### config.mk
export PLATFORM = sky130hd
export DESIGN_NAME = regfile_seq
export DESIGN_NICKNAME = d
export VERILOG_FILES = /design/src/rtl/regfile_seq_pkg.sv /design/src/rtl/regfile_seq.sv
export SDC_FILE = /design/constraint.sdc
export NUM_CORES = 1
export LEC_CHECK = 0
export ABC_AREA = 1
export CAP_MARGIN = 5
export CORE_AREA = 4 4 76 85
export DETAILED_ROUTE_END_ITERATION = 7
export DIE_AREA = 0 0 80 89
export HOLD_SLACK_MARGIN = 0.15
export PLACE_DENSITY_LB_ADDON = 0.1
export SLEW_MARGIN = 15
export SYNTH_ARGS = -nofsm -noshare
export SYNTH_HDL_FRONTEND = slang
export SYNTH_SLANG_ARGS = --single-unit
### constraint.sdc
create_clock -name clk -period 3.1 [get_ports clk]
set_input_delay 0.62 -clock clk [delete_from_list [all_inputs] [get_ports clk]]
set_output_delay 0.62 -clock clk [all_outputs]
set_load 0.02 [all_outputs]
### src/rtl/regfile_seq_pkg.sv
// rtl/regfile_seq_pkg.sv - opcodes and state encoding shared by the register-file sequencer
package regfile_seq_pkg;

  localparam logic [1:0] OP_LOAD = 2'b00;
  localparam logic [1:0] OP_MOV  = 2'b01;
  localparam logic [1:0] OP_SWAP = 2'b10;
  localparam logic [1:0] OP_RSVD = 2'b11;

  typedef enum logic [2:0] {
    S_IDLE = 3'd0,
    S_RD1  = 3'd1,
    S_RD2  = 3'd2,
    S_WR1  = 3'd3,
    S_WR2  = 3'd4,
    S_DONE = 3'd5
  } state_t;

endpackage

### src/rtl/regfile_seq.sv
// rtl/regfile_seq.sv - expands LOAD/MOV/SWAP commands into register-file read/write cycles
module regfile_seq
  import regfile_seq_pkg::*;
#(
  parameter int DW = 16,
  parameter int AW = 3
) (
  input  logic          clk,
  input  logic          reset_n,
  input  logic          start,
  input  logic [1:0]    op,
  input  logic [AW-1:0] rd,
  input  logic [AW-1:0] rs,
  input  logic [DW-1:0] imm,
  input  logic [DW-1:0] rf_data_out,
  output logic [AW-1:0] rf_readnum,
  output logic [AW-1:0] rf_writenum,
  output logic          rf_write,
  output logic [DW-1:0] rf_data_in,
  output logic          busy,
  output logic          done,
  output logic          err
);

  state_t        state;
  state_t        next_state;

  logic [1:0]    cmd_op;
  logic [AW-1:0] cmd_rd;
  logic [AW-1:0] cmd_rs;
  logic [DW-1:0] cmd_imm;
  logic [DW-1:0] tmp_a;
  logic [DW-1:0] tmp_b;

  // State register; reset returns to IDLE so no write can follow an abort.
  always_ff @(posedge clk or negedge reset_n) begin
    if (!reset_n) begin
      state <= S_IDLE;
    end else begin
      state <= next_state;
    end
  end

  // Next-state sequencing per command; start only counts in IDLE.
  always_comb begin
    next_state = state;
    case (state)
      S_IDLE: begin
        if (start) begin
          case (op)
            OP_LOAD: next_state = S_WR1;
            OP_MOV:  next_state = S_RD1;
            OP_SWAP: next_state = S_RD1;
            default: next_state = S_DONE;
          endcase
        end
      end
      S_RD1:   next_state = (cmd_op == OP_SWAP) ? S_RD2 : S_WR1;
      S_RD2:   next_state = S_WR1;
      S_WR1:   next_state = (cmd_op == OP_SWAP) ? S_WR2 : S_DONE;
      S_WR2:   next_state = S_DONE;
      S_DONE:  next_state = S_IDLE;
      default: next_state = S_IDLE;
    endcase
  end

  // Latch the command once at acceptance so later input changes are ignored.
  always_ff @(posedge clk or negedge reset_n) begin
    if (!reset_n) begin
      cmd_op  <= OP_LOAD;
      cmd_rd  <= '0;
      cmd_rs  <= '0;
      cmd_imm <= '0;
    end else if (state == S_IDLE && start) begin
      cmd_op  <= op;
      cmd_rd  <= rd;
      cmd_rs  <= rs;
      cmd_imm <= imm;
    end
  end

  // Read index is registered so it is valid for the whole RD cycle and holds afterwards.
  always_ff @(posedge clk or negedge reset_n) begin
    if (!reset_n) begin
      rf_readnum <= '0;
    end else if (state == S_IDLE && next_state == S_RD1) begin
      rf_readnum <= (op == OP_SWAP) ? rd : rs;
    end else if (state == S_RD1 && next_state == S_RD2) begin
      rf_readnum <= cmd_rs;
    end
  end

  // Capture combinational read data at the edge that ends each RD cycle.
  always_ff @(posedge clk or negedge reset_n) begin
    if (!reset_n) begin
      tmp_a <= '0;
      tmp_b <= '0;
    end else if (state == S_RD1) begin
      tmp_a <= rf_data_out;
    end else if (state == S_RD2) begin
      tmp_b <= rf_data_out;
    end
  end

  // Moore outputs decoded from the state and the latched command.
  always_comb begin
    busy        = (state != S_IDLE);
    done        = (state == S_DONE);
    err         = (state == S_DONE) && (cmd_op == OP_RSVD);
    rf_write    = (state == S_WR1) || (state == S_WR2);
    rf_writenum = (state == S_WR2) ? cmd_rs : cmd_rd;
    rf_data_in  = tmp_b;
    if (state == S_WR2) begin
      rf_data_in = tmp_a;
    end else begin
      case (cmd_op)
        OP_LOAD: rf_data_in = cmd_imm;
        OP_MOV:  rf_data_in = tmp_a;
        default: rf_data_in = tmp_b;
      endcase
    end
  end

endmodule
-- Yosys cells after proc, flatten, opt, wreduce, memory -nomap -nowiden
Index checks and enable logic that the tools add are counted.
- RAM bits: 0
- memories kept: 0
- output and inout bits: 26
- ROM bits: 0
- input bits: 43
- bits in latches: 0
- flip-flop bits (word level): 62
- shifts and indexed selects: 0
- $mul: 0
- multiplexer cells: 11
- div/mod/pow operators: 0
- add/sub/neg operators: 0
- reductions and logical operators: 12
- bitwise gates (word level): 1
- $lt $le $gt $ge: 0
- equality and inequality tests: 12
- operator list (operator ; count):
    one-hot mux 16 bit (2 select lines) ; 1
    two-way mux 16 bit ; 1
    two-way mux 3 bit ; 5
    one-hot mux 3 bit (5 select lines) ; 1
    == test 3 x 2 -> 1 bit, second input constant ; 3
    == test 2 bit, second input constant ; 3
    == test 3 x 1 -> 1 bit, second input constant ; 2
    == test 3 bit, second input constant ; 2
    one-hot mux 3 bit (2 select lines) ; 1
    == test 2 x 1 -> 1 bit, second input constant ; 2
    logical AND 1 bit ; 4
    logical NOT 2 bit ; 2
    logical NOT 3 bit ; 1
    nonzero test 3 bit ; 1
    two-way mux 1 bit ; 2
    AND reduction 2 bit ; 1
    nonzero test 2 bit ; 1
    OR reduction 2 bit ; 1
    logical OR 1 bit ; 1
    inverter 1 bit ; 1

-- Logic depth before layout (Yosys ltp)
Gate-level depths: netlist of the first run.
- word-level depth: 9
- mapped depth: 9
- mapped depth without buffers: 9

-- Least setup slack after synthesis of the first run
Ideal clock, no wire load.
- kind: reg2out
- start: register state[0]
- end: output port err
- data arrival time: 1.465 ns
- path slack: 1.015 ns
- cell stages (with the launch flop): 5
- cells stage by stage: dfrtp_1 inv_1 nor3_1 nand2_1 nor2_1
- longest elaborated chain between the ends: 2
- ends and longest elaborated chain (element ; line ; RTL):
    from (decl) ; regfile_seq.sv:25 ; state_t state;
    from (signal assigned) ; regfile_seq.sv:40 ; state <= next_state;
    == test 3 bit ; - ;
    net done ; regfile_seq.sv:21 ; output logic done,
    logical AND 1 bit ; regfile_seq.sv:109 ; err = (state == S_DONE) && (cmd_op == OP_RSVD);
    to (decl) ; regfile_seq.sv:22 ; output logic err
The timed path passes the listed nets, and every way through them passes these cells.

-- Final worst setup path of the first run
- start: register cmd_op[0]
- end: output port rf_data_in[3]
- longest elaborated chain between the ends: 3
- elaborated cells on any way between the ends: 4
- those cells by class: 1 x eq/ne; 2 x mux; 1 x reduce/logical
- ends and longest elaborated chain (element ; line ; RTL):
    from (decl) ; regfile_seq.sv:28 ; logic [1:0] cmd_op;
    from (signal assigned) ; regfile_seq.sv:75 ; cmd_op <= op;
    == test 2 x 1 -> 1 bit or logical NOT 2 bit (tied branches) ; regfile_seq.sv:116 ; case (cmd_op)
    one-hot mux 16 bit (2 select lines) (*) ; regfile_seq.sv:116 ;
    two-way mux 16 bit (*) ; regfile_seq.sv:113 ; if (state == S_WR2) begin
    to (decl) ; regfile_seq.sv:19 ; output logic [DW-1:0] rf_data_in,
Mark *: on every way between the ends. The rest lies on a longest branch, timed or not.

==> flow_results.org, run 1 <==
** Worst setup path
- Walking the worst path, the cells encountered are inv_1 > nand2_1 > o21ai_0 > nand2_1 > o21ai_0 > clkdlybuf4s50_1.
- CP startpoint kind :: flop
- Kind of capture point of the worst setup path :: output port
- Cell with the biggest individual delay on the critical path :: clkdlybuf4s50_1
- Slowest cell delay on critical path :: 0.66 ns
- Count of cells along the worst register-to-register path :: 3
- Setup CP Type :: flop to output port
- Arrival time reported for the critical path endpoint :: approximately 2.3 ns
- Critical Path Fanout Max :: 16
- STA puts the critical path data required time at about 2.5 ns.

** Power
- IR analysis of the VDD net gives a maximum drop of 0.576 mV.
- Cell internal power was estimated by the tool at approximately 2.4 mW.
- For this design the static power due to leakage is 1.89 nW.
- Portion of total power attributed to sequential cells :: approximately a third
- Switching Power :: 1.73 mW
- Power density over the cells :: around 1100 nW/um^2
- Clock power frac :: between 10% and 20%
- Net switching is 41.7% of the power.
- Of the total power, combinational logic draws 51.1%.

** Clocking
- Clock tree from TritonCTS :: done
- CTS placed an instance of clkbuf_8 at the clock tree root.
- Clock-pin transition on the worst setup and hold timing paths :: 0.07 ns
- The clock reaches the later pin of the worst-skew pair after ~0.33 ns.
- Clock net sink count :: 62
- In this run, CTS created clock tree buffers numbering 9.
- Clock H-tree levels :: 3
- Buffers added to address setup during post-CTS repair amount to 0.
- Number of gates resized after CTS :: 0
- # hold bufs at CTS :: 0
- Max Buffers Root-to-Sink :: 2

** GRT
- Overall fraction of global-route tracks in use :: 19.5%
- Vias in the first global route :: approximately 2400
- Pin count of the biggest net entering global routing :: 63
- Congestion Overflow GR :: 0
- The first global-routing pass estimated 10800 um of wire.
- The initial antenna violation count is 0.

** Synthesis
- Register area share after synthesis :: a little over half
- Netlist Area Pre-Place :: around 3000 um^2
- The number of nets in the synthesized netlist is approximately 420.
- By area the synthesized netlist is led by dfrtp_1 52%, nand2_1 14%, o21ai_0 12%, inv_1 7.6%, o21ai_1 3.9%.
- For this run, the number of Yosys warnings is 0.
- Yosys mapped the design onto 20 distinct sky130hd cell types.
- Synthesis inferred 62 register bits.
- The biggest area contributor in the post-synthesis netlist is dfrtp_1.
- Mapped Cells :: around 380
- Post-Syn Area per Cell :: roughly 8 um^2
- Area share of the largest cell type after synthesis :: between 50 and 60%

** Cells and area
- Cells with a size suffix above 1 make up slightly below 7% of the layout.
- The multi-input combinational cells in the finished layout cover a total of approximately 1100 um^2.
- From synthesis to final layout, the design area changed by 30.0%.
- After the last flow step, the layout net total stands at between 400 and 500.
- After filler insertion, the fill cell instance count of the layout stands at roughly 510.
- Summing all flip-flop and latch instances after layout gives between 1500 and 2000 um^2.
- The number of antenna diodes in the final layout is 0.

** Timing
- Final total negative setup slack :: 0 ns
- The number of pins with negative max-slew slack in the final report came to 0.
- Unrepaired setup endpoints after global routing :: no
- On the final layout, the worst clock skew is roughly 0.0079 ns.
- The tightest hold path in the finished design has a slack of 0.435 ns.
- Timing would allow up to roughly 350 MHz.
- Counting I/O delays and the setup requirement, the final critical path takes 2.87 ns.
- Setup violations remaining at the end of the flow were counted as 0.
- Setup slack closes at about 0.23 ns.
- Relative slew margins :: 26.3%
- At the pin with the least slew margin, the transition time is ~1.1 ns.
- Final hold viol count :: 0
- Of the available clock period, the critical path in the final layout requires between 90% and 100%.

** Route
- Number of DRC violations after detailed routing :: 0
- For this block, the routed nets add up to approximately 6500 um of wire.
- Number of vias in the routed layout :: ~2600
- The first routing iteration left approximately 110 violations.
- After detailed routing, the average wire length per cell comes to roughly 12 um.
- Using the TritonRoute via totals, the vias-per-cell ratio works out to ~5.
- The detail route stage leaves a number of antenna-violating nets equal to 0.
- Length of the first detailed-routing pass in iterations :: 4

** Run
- Max-cap violations in this run came to 0.

** Placed design
- Port buffering added 68 buffers.
- After legalization and detailed placement, the total HPWL measured approximately 4500 um.
- Final estimated routing congestion in global placement :: just over 0.8
- Pre-CTS setup slack :: about 0.53 ns

** Die
- Cell row count :: 29
- The die is about 80 um wide.
- Once the floorplan was initialized, standard cells occupied between 50% and 60% of the core.
- The core region is approximately 5700 um^2.
- The floorplan step defined a die boundary enclosing between 7000 and 8000 um^2.
- Y dimension of the die :: roughly 89 um
- Pin placement for this block handled 69 I/O pins.

** Worst hold path
- The tightest min-delay check is of the primary input to async pin type.

** Run status
- The flow ran to the end, and the final reports show no timing, DRC or antenna violations.
synthesized netlist by cell type:
master and number:
nor3_1 2, nor2_2 1, dfrtp_1 62, nor2_1 3, nand2_4 2, nand3_1 13
nor2_4 2, inv_1 60, o21ai_0 69, nand2_2 3, nor2_8 1, nand4_1 2
a21oi_1 1, a22oi_2 1, o22a_1 1, clkbuf_1 8, o21ai_1 23, buf_2 8
nand2_1 114, inv_2 5
power groups by stage:
stage / combinational, mW / sequential (mW) / clock (mW)
floorplan: 1.34 / 1.39 / 0
global placement: 2.13 / 1.40 / 0
detailed placement: 2.16 / 1.42 / 0
CTS: 2.17 / 1.41 / 0.647
global route: 2.39 / 1.45 / 0.675
finish: 2.13 / 1.41 / 0.630
critical path: cells and delay by family (launching register included):
kind | cells | cell delay, ns
buf+inv | 2 | 0.76
compound gates | 2 | 0.37
flops | 1 | 0.42
simple gates | 2 | 0.36
area by class of cell:
type | count | area share (%)
Clock buffer | 13 | 4.38
Clock inverter | 1 | 0.130
Inverter | 65 | 6.32
Multi-Input combinational cell | 238 | 28.6
Sequential cell | 62 | 40.2
Tap cell | 77 | 2.50
Timing Repair Buffer | 70 | 17.9
cells in the final DEF, fill, tap and decap left out, types with 3 or more instances in the layout:
master and instances:
o21ai_1 23, nand2_2 3, nor2_1 3, nand2_1 114
inv_1 60, inv_2 5, nand3_1 13, clkdlybuf4s50_1 67
clkbuf_8 12, dfrtp_1 62, o21ai_0 69
logic make-up after synthesis:
group	after synthesis	synth area share, %
AOI/OAI and AO/OA	95	16.4
buffers and inverters	81	10.6
DFF	62	52.3
and+or+nand+nor	143	20.8
final timing paths:
check	start	end	slack, ns
max in group asynchronous	reset_n	tmp_a[13]	2.13
setup reg to reg	state[2]	tmp_b[12]	1.11
hold / removal	reset_n	tmp_a[6]	0.43
min in group clk	cmd_rd[2]	cmd_rd[2]	0.48
hold reg to reg	cmd_rd[2]	cmd_rd[2]	0.48
setup / recovery	cmd_op[0]	rf_data_in[3]	0.23
metrics by stage:
stage,area (um^2),power (mW),util (%),std cells
CTS,3860,4.22,68.2,526
global placement,3690,3.53,65.1,512
floorplan,2970,2.73,-,381
detailed placement,3690,3.58,65.1,512
finish,3860,4.16,68.2,526
global route,3860,4.51,68.2,526
state kept, by name, summed over array words and instances, names as in the netlist:
signal      flops
tmp_a          16
tmp_b          16
cmd_rs          3
cmd_rd          3
state           3
cmd_imm        16
rf_readnum      3
cmd_op          2
layer usage:
metal / global-route usage [%] / vias up / wire length (um)
li1: - / 1318 / -
met1: 24.8 / 1173 / 2940
met2: 32.4 / 64 / 3030
met3: 5.34 / 7 / 449
met4: 6.61 / 0 / 81
met5: 0 / - / 0
No activity file was read; power rests on OpenSTA's default activity.
==> run 2: changes to the inputs <==
--- a/config.mk
+++ b/config.mk
@@ -7,9 +7,11 @@
 export LEC_CHECK = 0
 export ABC_AREA = 1
 export CAP_MARGIN = 5
-export CORE_AREA = 4 4 76 85
+export CELL_PAD_IN_SITES_DETAIL_PLACEMENT = 1
+export CELL_PAD_IN_SITES_GLOBAL_PLACEMENT = 2
+export CORE_AREA = 4 4 109 122
 export DETAILED_ROUTE_END_ITERATION = 7
-export DIE_AREA = 0 0 80 89
+export DIE_AREA = 0 0 113 126
 export HOLD_SLACK_MARGIN = 0.15
 export PLACE_DENSITY_LB_ADDON = 0.1
 export SLEW_MARGIN = 15
==> constraint.sdc (replaced) <==
create_clock -name clk -period 2.5 [get_ports clk]
set_input_delay 0.5 -clock clk [delete_from_list [all_inputs] [get_ports clk]]
set_output_delay 0.5 -clock clk [all_outputs]
set_load 0.02 [all_outputs]
==> flow_results.org, run 2 (synthesized netlist as in run 1, its figures left out) <==
** Run status
- Status :: completed

** Worst setup path
- Cell with the biggest individual delay on the critical path :: dfrtp_1
- The largest stage delay on the critical path was 0.41 ns (-0.25 ns).
- List of cells traversed by the critical path :: inv_1 > nand2_1 > buf_4 > o21ai_0 > nand2_1 > o21ai_0 > dlygate4sd2_1
- STA classifies the critical path startpoint as a flop.
- Kind of capture point of the worst setup path :: output port
- Count of buffer and inverter cells on the critical path :: 3 (+1)
- Largest delay contributor family on the critical path :: buffers and inverters
- The critical path in this run is classified as flop to output port.
- Arrival time reported for the critical path endpoint :: 1.86 ns (-0.39 ns)
- Data required time at the worst endpoint :: 2.00 ns (-0.48 ns)
- Critical Path Fanout Max :: 6 (-10)

** Clocking
- The tree is rooted in a clkbuf_16.
- The clock buffer count from CTS is 9 (unchanged).
- Max Buffers Root-to-Sink :: 2 (unchanged)
- TritonCTS built the clock tree.
- Clock net sink count :: 62 (unchanged)
- Clock H-tree levels :: 3 (unchanged)
- Clock-pin transition on the worst setup and hold timing paths :: 0.05 ns (-0.02 ns)
- Insertion delay of the later-clocked pin in the worst-skew pair :: 0.32 ns (about the same)

** Placed design
- Detailed-placement wirelength estimate :: 6190 um (+37%)
- The port buffer count is 68 (unchanged).
- The post-placement cell count is 597 (+17%).
- The routability congestion estimate was 0.692 (-14%).
- The pre-CTS worst setup slack is 0.0248 ns (-0.507 ns).
- The post-placement cell area was 3870 um^2 (+4.9%).

** GRT
- The initial antenna violation count came to 0 (unchanged).
- GRT Max-Usage Layer :: met2
- GR met2 Demand/Resource :: 20.5% (-12 points)
- The global router's overall resource usage came to 13.0% (-6.5 points).
- The fraction of met3 tracks used by global routing is 3.07% (-2.3 points).
- Vias in the first global route :: 2886 (+19%)
- The remaining global-route overflow was 0 (unchanged).
- Global-route wire length before repair :: 14800 um (+37%)
- Pin count of the biggest net entering global routing :: 41 (-35%)
- Global-route met1 utilization :: 17.6% (-7.2 points)

** Power
- VDD IR max :: 0.392 mV (-32%)
- Power density over the cells :: 1360 nW/um^2 (+26%)
- The reported leakage power came to 2.07 nW (+9.9%).
- The total power after layout was 5.64 mW (+35%).

** Route
- Initial DRC Count :: 98 (-13%)
- The detail-routed net length per standard cell came to 13.9 um (+12%).
- The length of the first detailed-routing pass in iterations is 4 (unchanged).
- The sum of routed wire length over all layers was 8510 um (+31%).
- Detailed-route vias per instance :: 4.24 (-13%)
- The via total after detailed routing was 2603 (+1.6%).
- Number of DRC violations after detailed routing :: 0 (unchanged)
- Antenna-violating nets left :: 0 (unchanged)

** Cells and area
- The final cell count without fillers came to 614 (+17%).
- Leaving out fill and tap cells, the most frequent cell in the layout is nand2_1.
- The summed area of non-filler cells in the final layout was 4150 um^2 (+7.6%).
- Fin nets :: 499 (+2.0%)
- Leaving out fill and tap cells, the most frequent cells in the layout are 114 x nand2_1, 68 x o21ai_0, 62 x dfrtp_1.
- The share of post-route cells with drive strength above 1 came to 10.7% (+3.7 points).
- Top flop regs :: cmd_imm: 16 flops, tmp_a: 16 flops, tmp_b: 16 flops
- The number of diodes was 0 (unchanged).
- From synthesis to final layout, the design area changed by 39.9%.

** Die
- Die area :: 14200 um^2 (+100%)
- The effective utilization at floorplan was 24.9% (-28 points).
- Cell row count :: 42 (+45%)
- The area of the core is 11900 um^2 (+110%).
- The number of I/O pins is 69 (unchanged).
- The vertical die dimension was 126 um (+42%).
- Die W :: 113 um (+41%)

** Timing
- Unrepaired setup endpoints after global routing :: yes
- Final setup skew :: 0.00736 ns (-0.000521 ns)
- The number of pins with negative max-slew slack in the final report was 0 (unchanged).
- Setup-failing EPs final :: 0 (unchanged)
- Final total negative setup slack :: 0 ns (unchanged)
- Minimum period implied by the final worst setup slack :: between 2 and 2.5 ns
- Dividing the final minimum period by the clock period gives 94.6%.
- Relative slew margins :: 62.4% (+36 points)
- The final hold violation count came to 0 (unchanged).
- Derived from the worst setup path, the maximum achievable clock frequency is roughly 420 MHz.
- Transition time at the pin with the least slew margin :: 0.565 ns (-0.538 ns)
- Final worst slack :: 0.136 ns (-0.0920 ns)

** Run
- Maximum Capacitance Violations :: 0 (unchanged)

** Worst hold path
- Type of the tightest min-delay check :: primary input to async pin
## run 2: changes by cell type in the layout (fill, tap and decap cells not counted), moves of 3 or more
cell             delta
buf_12              +3
clkdlybuf4s50_1    -20
clkbuf_16           +9
clkbuf_2            +7
dlygate4sd2_1       +7
clkdlybuf4s15_1     +3
buf_4               +7
dlymetal6s2s_1      +3
clkbuf_8           -11
## run 2: area by class of cell
type,instances,area [um^2]
Clock inverter,4,47.5
Sequential cell,62,1550
Fill cell,1404,7770
Inverter,65,244
Clock buffer,11,243
Tap cell,154,193
Multi-Input combinational cell,238,1110
Timing Repair Buffer,80,767
## run 2: through the flow
step	hold WS (ns)	utilization [%]
3_5_place_dp	0.464	32.4
4_1_cts	0.185	34.9
5_1_grt	0.206	34.8
3_3_place_gp	0.456	32.4
6_report	0.173	34.8
2_1_floorplan	0.204	-
## run 2: worst paths after layout
kind | from | end | slack [ns] | depth (start not counted)
min | reset_n | cmd_imm[0] | 0.17 | 1
max | cmd_op[0] | rf_data_in[1] | 0.14 | 7
max reg2reg | state[1] | cmd_imm[5] | 0.86 | 7
min reg2reg | cmd_rd[0] | cmd_rd[0] | 0.47 | 2
min in group clk | cmd_rd[0] | cmd_rd[0] | 0.47 | 2
max in group asynchronous | reset_n | tmp_a[7] | 1.71 | 2
## run 2: what timing repair did
| action | in CTS | in global routing |
|---|---|---|
| setup endpoints to repair | 20 | 13 |
| buffers inserted | 2 | 0 |
| gates resized for setup | 18 | 28 |
| cloned | 0 | 0 |
| hold endpoints to repair | 0 | 0 |
| hold buffers | 0 | 0 |
| pin swaps | 1 | 0 |
## run 2: power by group
group | internal, mW | leakage [nW] | switching (mW)
clock network | 0.789 | 0.141 | 0.431
logic | 1.01 | 1.17 | 1.66
registers | 1.50 | 0.760 | 0.244
## run 2: per-layer routing
| layer | vias to the layer above | wire, um | part of all wire (%) |
|---|---|---|---|
| met4 | 0 | 96 | 1.1 |
| met3 | 6 | 275 | 3.2 |
| li1 | 1337 | - | - |
| met5 | - | 0 | 0 |
| met2 | 48 | 3940 | 46 |
| met1 | 1212 | 4200 | 49 |
==> run 3: changes to the inputs <==
--- a/config.mk
+++ b/config.mk
@@ -9,9 +9,9 @@
 export CAP_MARGIN = 5
 export CELL_PAD_IN_SITES_DETAIL_PLACEMENT = 1
 export CELL_PAD_IN_SITES_GLOBAL_PLACEMENT = 2
-export CORE_AREA = 4 4 109 122
+export CORE_AREA = 4 4 114 116
 export DETAILED_ROUTE_END_ITERATION = 7
-export DIE_AREA = 0 0 113 126
+export DIE_AREA = 0 0 118 120
 export HOLD_SLACK_MARGIN = 0.15
 export PLACE_DENSITY_LB_ADDON = 0.1
 export SLEW_MARGIN = 15
==> flow_results.org, run 3 (synthesized netlist as in run 1, its figures left out) <==
** Power
- Clock power frac :: 21.9% (+0.2 points)
- The proportion of total power due to net switching is 42.3% (+0.83 points).
- Portion of total power attributed to sequential cells :: 30.9% (about the same)
- The net switching power is 2.40 mW (+2.7%).
- Internal power contribution :: 3.27 mW (-0.73%)
- Leakage power :: 2.06 nW (-0.64%)
- Power density over the cells :: 1360 nW/um^2 (+0.44%)
- The peak ir drop on the vdd network is 0.338 mV (-14%).
- The total power after layout is 5.68 mW (+0.71%).
- Combinational Power Share :: 47.1% (-0.2 points)

** Worst setup path
- Kind of capture point of the worst setup path :: output port
- Setup CP Type :: flop to output port
- The worst-path maximum fanout was 15 (+9).
- Data required time at the worst endpoint :: 2.00 ns (about the same)
- Arrival time reported for the critical path endpoint :: 1.88 ns (+0.02 ns)
- CP startpoint kind :: flop

** Cells and area
- Leading cell types in the layout, fill and taps excluded :: 114 x nand2_1, 69 x o21ai_0, 62 x dfrtp_1
- Syn-to-layout area delta :: 40.3%
- The number of fill cells is 1445 (+2.9%).
- Ratio of cells with drive above 1 in the final layout :: 10.6% (-0.092 points)
- In the final layout, the registers with the most flip-flops are cmd_imm: 16 flops, tmp_a: 16 flops, tmp_b: 16 flops.
- Fin nets :: 502 (+0.60%)
- Most frequent standard cell in the layout excluding fill and tap cells :: nand2_1
- Antenna cells :: 0 (unchanged)

** Clocking
- Clock net sink count :: 62 (unchanged)
- The clock input transition at the sequential cells of the worst setup and hold paths was 0.05 ns (about the same).
- The tree is rooted in a clkbuf_16.
- The total number of H-tree levels is 3 (unchanged).
- The worst-skew pair later-pin latency is 0.33 ns (about the same).
- Max Buffers Root-to-Sink :: 2 (unchanged)
- Clock tree from TritonCTS :: done
- The clock buffer count from CTS was 9 (unchanged).

** Route
- The average via count per standard cell is 4.31 (+1.6%).
- The length of the first detailed-routing pass in iterations is 4 (unchanged).
- The first-iteration detailed-routing DRC count was 83 (-15%).
- Final routed wirelength across all metal layers :: 8740 um (+2.7%)
- Avg WL per Cell :: 14.3 um (+3.2%)
- The remaining antenna violation count after routing was 0 (unchanged).
- Number of DRC violations after detailed routing :: 0 (unchanged)
- The via total after detailed routing came to 2632 (+1.1%).

** GRT
- The remaining global-route overflow is 0 (unchanged).
- The largest net degree at the start of global routing came to 63 (+54%).
- The global router's overall resource usage was 13.0% (about the same).
- The first-pass GRT wire length is 14600 um (-1.2%).
- Vias in the first global route :: 2937 (+1.8%)
- The initial antenna violation count came to 0 (unchanged).

** Placed design
- The port buffer count is 68 (unchanged).
- The routability congestion estimate came to 0.801 (+16%).
- Detailed-placement wirelength estimate :: 6300 um (+1.8%)

** Timing
- Number of max-slew violations in the final report :: 0 (unchanged)
- Setup repair after global routing left no endpoint under its margin.
- Minimum period implied by the final worst setup slack :: 2.38 ns (+0.0145 ns)
- Part of the cycle the worst path needs :: 95.1% (+0.58 points)
- Final setup skew :: 0.00698 ns (-0.000386 ns)
- Maximum clock frequency :: 420 MHz (-0.61%)
- The setup TNS after final layout was 0 ns (unchanged).
- The worst-margin pin slew is 0.351 ns (-0.214 ns).
- Relative slew margins :: 76.6% (+14 points)
- The setup violation total in the final timing report came to 0 (unchanged).
- Final hold viol count :: 0 (unchanged)

** Die
- Core outline area :: 11900 um^2 (-0.15%)
- Die W :: 118 um (+4.4%)
- Die area :: 14200 um^2 (-0.55%)
- Initial cell density of the core :: 24.9% (+0.037 points)
- The number of I/O pins was 69 (unchanged).
- The vertical die dimension is 120 um (-4.8%).
- The site row count is 40 (-4.8%).

** Worst hold path
- In this run the worst hold path is classified as primary input to async pin.

** Run status
- Status :: completed

** Run
- The count of max-cap constraint violations came to 0 (unchanged).
[run 3: cell count changes in the layout (fill, tap and decap cells not counted), moves of 2 or more]
cell             before  now
dlygate4sd2_1         7   19
clkbuf_2              7    1
buf_4                 9   14
clkdlybuf4s15_1       3    0
dlymetal6s2s_1        3    0
buf_12                3    1
clkinv_4              0    2
clkinvlp_4            1    3
[run 3: power by group through the flow]
stage / logic, mW / registers [mW] / clock network, mW
finish: 2.68 / 1.76 / 1.24
CTS: 2.76 / 1.76 / 1.29
detailed placement: 2.88 / 1.77 / 0
global route: 3.04 / 1.82 / 1.33
global placement: 2.86 / 1.75 / 0
floorplan: 1.66 / 1.73 / 0
[run 3: cell type report]
class / count / area (um^2) / share of cell area (%)
multi-input cells: 238 / 1110 / 26.7
clock inverters: 7 / 75.1 / 1.80
clock buffers: 9 / 225 / 5.41
inverters: 65 / 244 / 5.86
repair buffers: 83 / 772 / 18.5
well taps: 147 / 184 / 4.42
flip-flops and latches: 62 / 1550 / 37.2
[run 3: worst paths after layout]
path | cells past startpoint | slack [ns] | to | startpoint
setup reg to reg | 7 | 0.90 | cmd_op[0] | state[1]
max in group asynchronous | 2 | 2.04 | cmd_imm[3] | reset_n
min in group clk | 2 | 0.47 | cmd_rd[0] | cmd_rd[0]
setup / recovery | 4 | 0.12 | rf_write | state[1]
hold reg to reg | 2 | 0.47 | cmd_rd[0] | cmd_rd[0]
hold / removal | 2 | 0.17 | cmd_imm[7] | reset_n
[run 3: per-stage QoR]
stage / util (%) / setup slack, ns / instances / hold slack [ns] / instance area [um^2]
after floorplan: - / 0.535 / 381 / 0.204 / 2970
after global placement: 32.4 / 0.151 / 592 / 0.456 / 3860
after detailed placement: 32.4 / 0.0881 / 592 / 0.467 / 3860
after CTS: 35.0 / 0.102 / 611 / 0.184 / 4170
after global routing: 35.0 / 0.00138 / 611 / 0.202 / 4170
final: 35.0 / 0.122 / 611 / 0.166 / 4170
[run 3: timing repair]
action                                  in CTS  in global routing
setup buffers                                3                  0
gates cloned                                 0                  0
hold buffers                                 0                  0
gates resized for setup                     22                  3
pin swaps                                    1                  0
endpoints found under the setup margin      20                  1
[run 3: critical path, cell delays in order (launching register included)]
cell	delay, ns
dfrtp_1	0.44
nor2_4	0.20
nand2_4	0.16
nand2_2	0.14
clkdlybuf4s50_1	0.61
[run 3: metal layers]
layer	GRT usage [%]	vias to the layer above	part of all wire, %
met4	3.08	0	0.93
met1	16.8	1235	49
li1	-	1344	-
met2	21.5	47	47
met3	3.77	6	3.8
met5	0	-	0
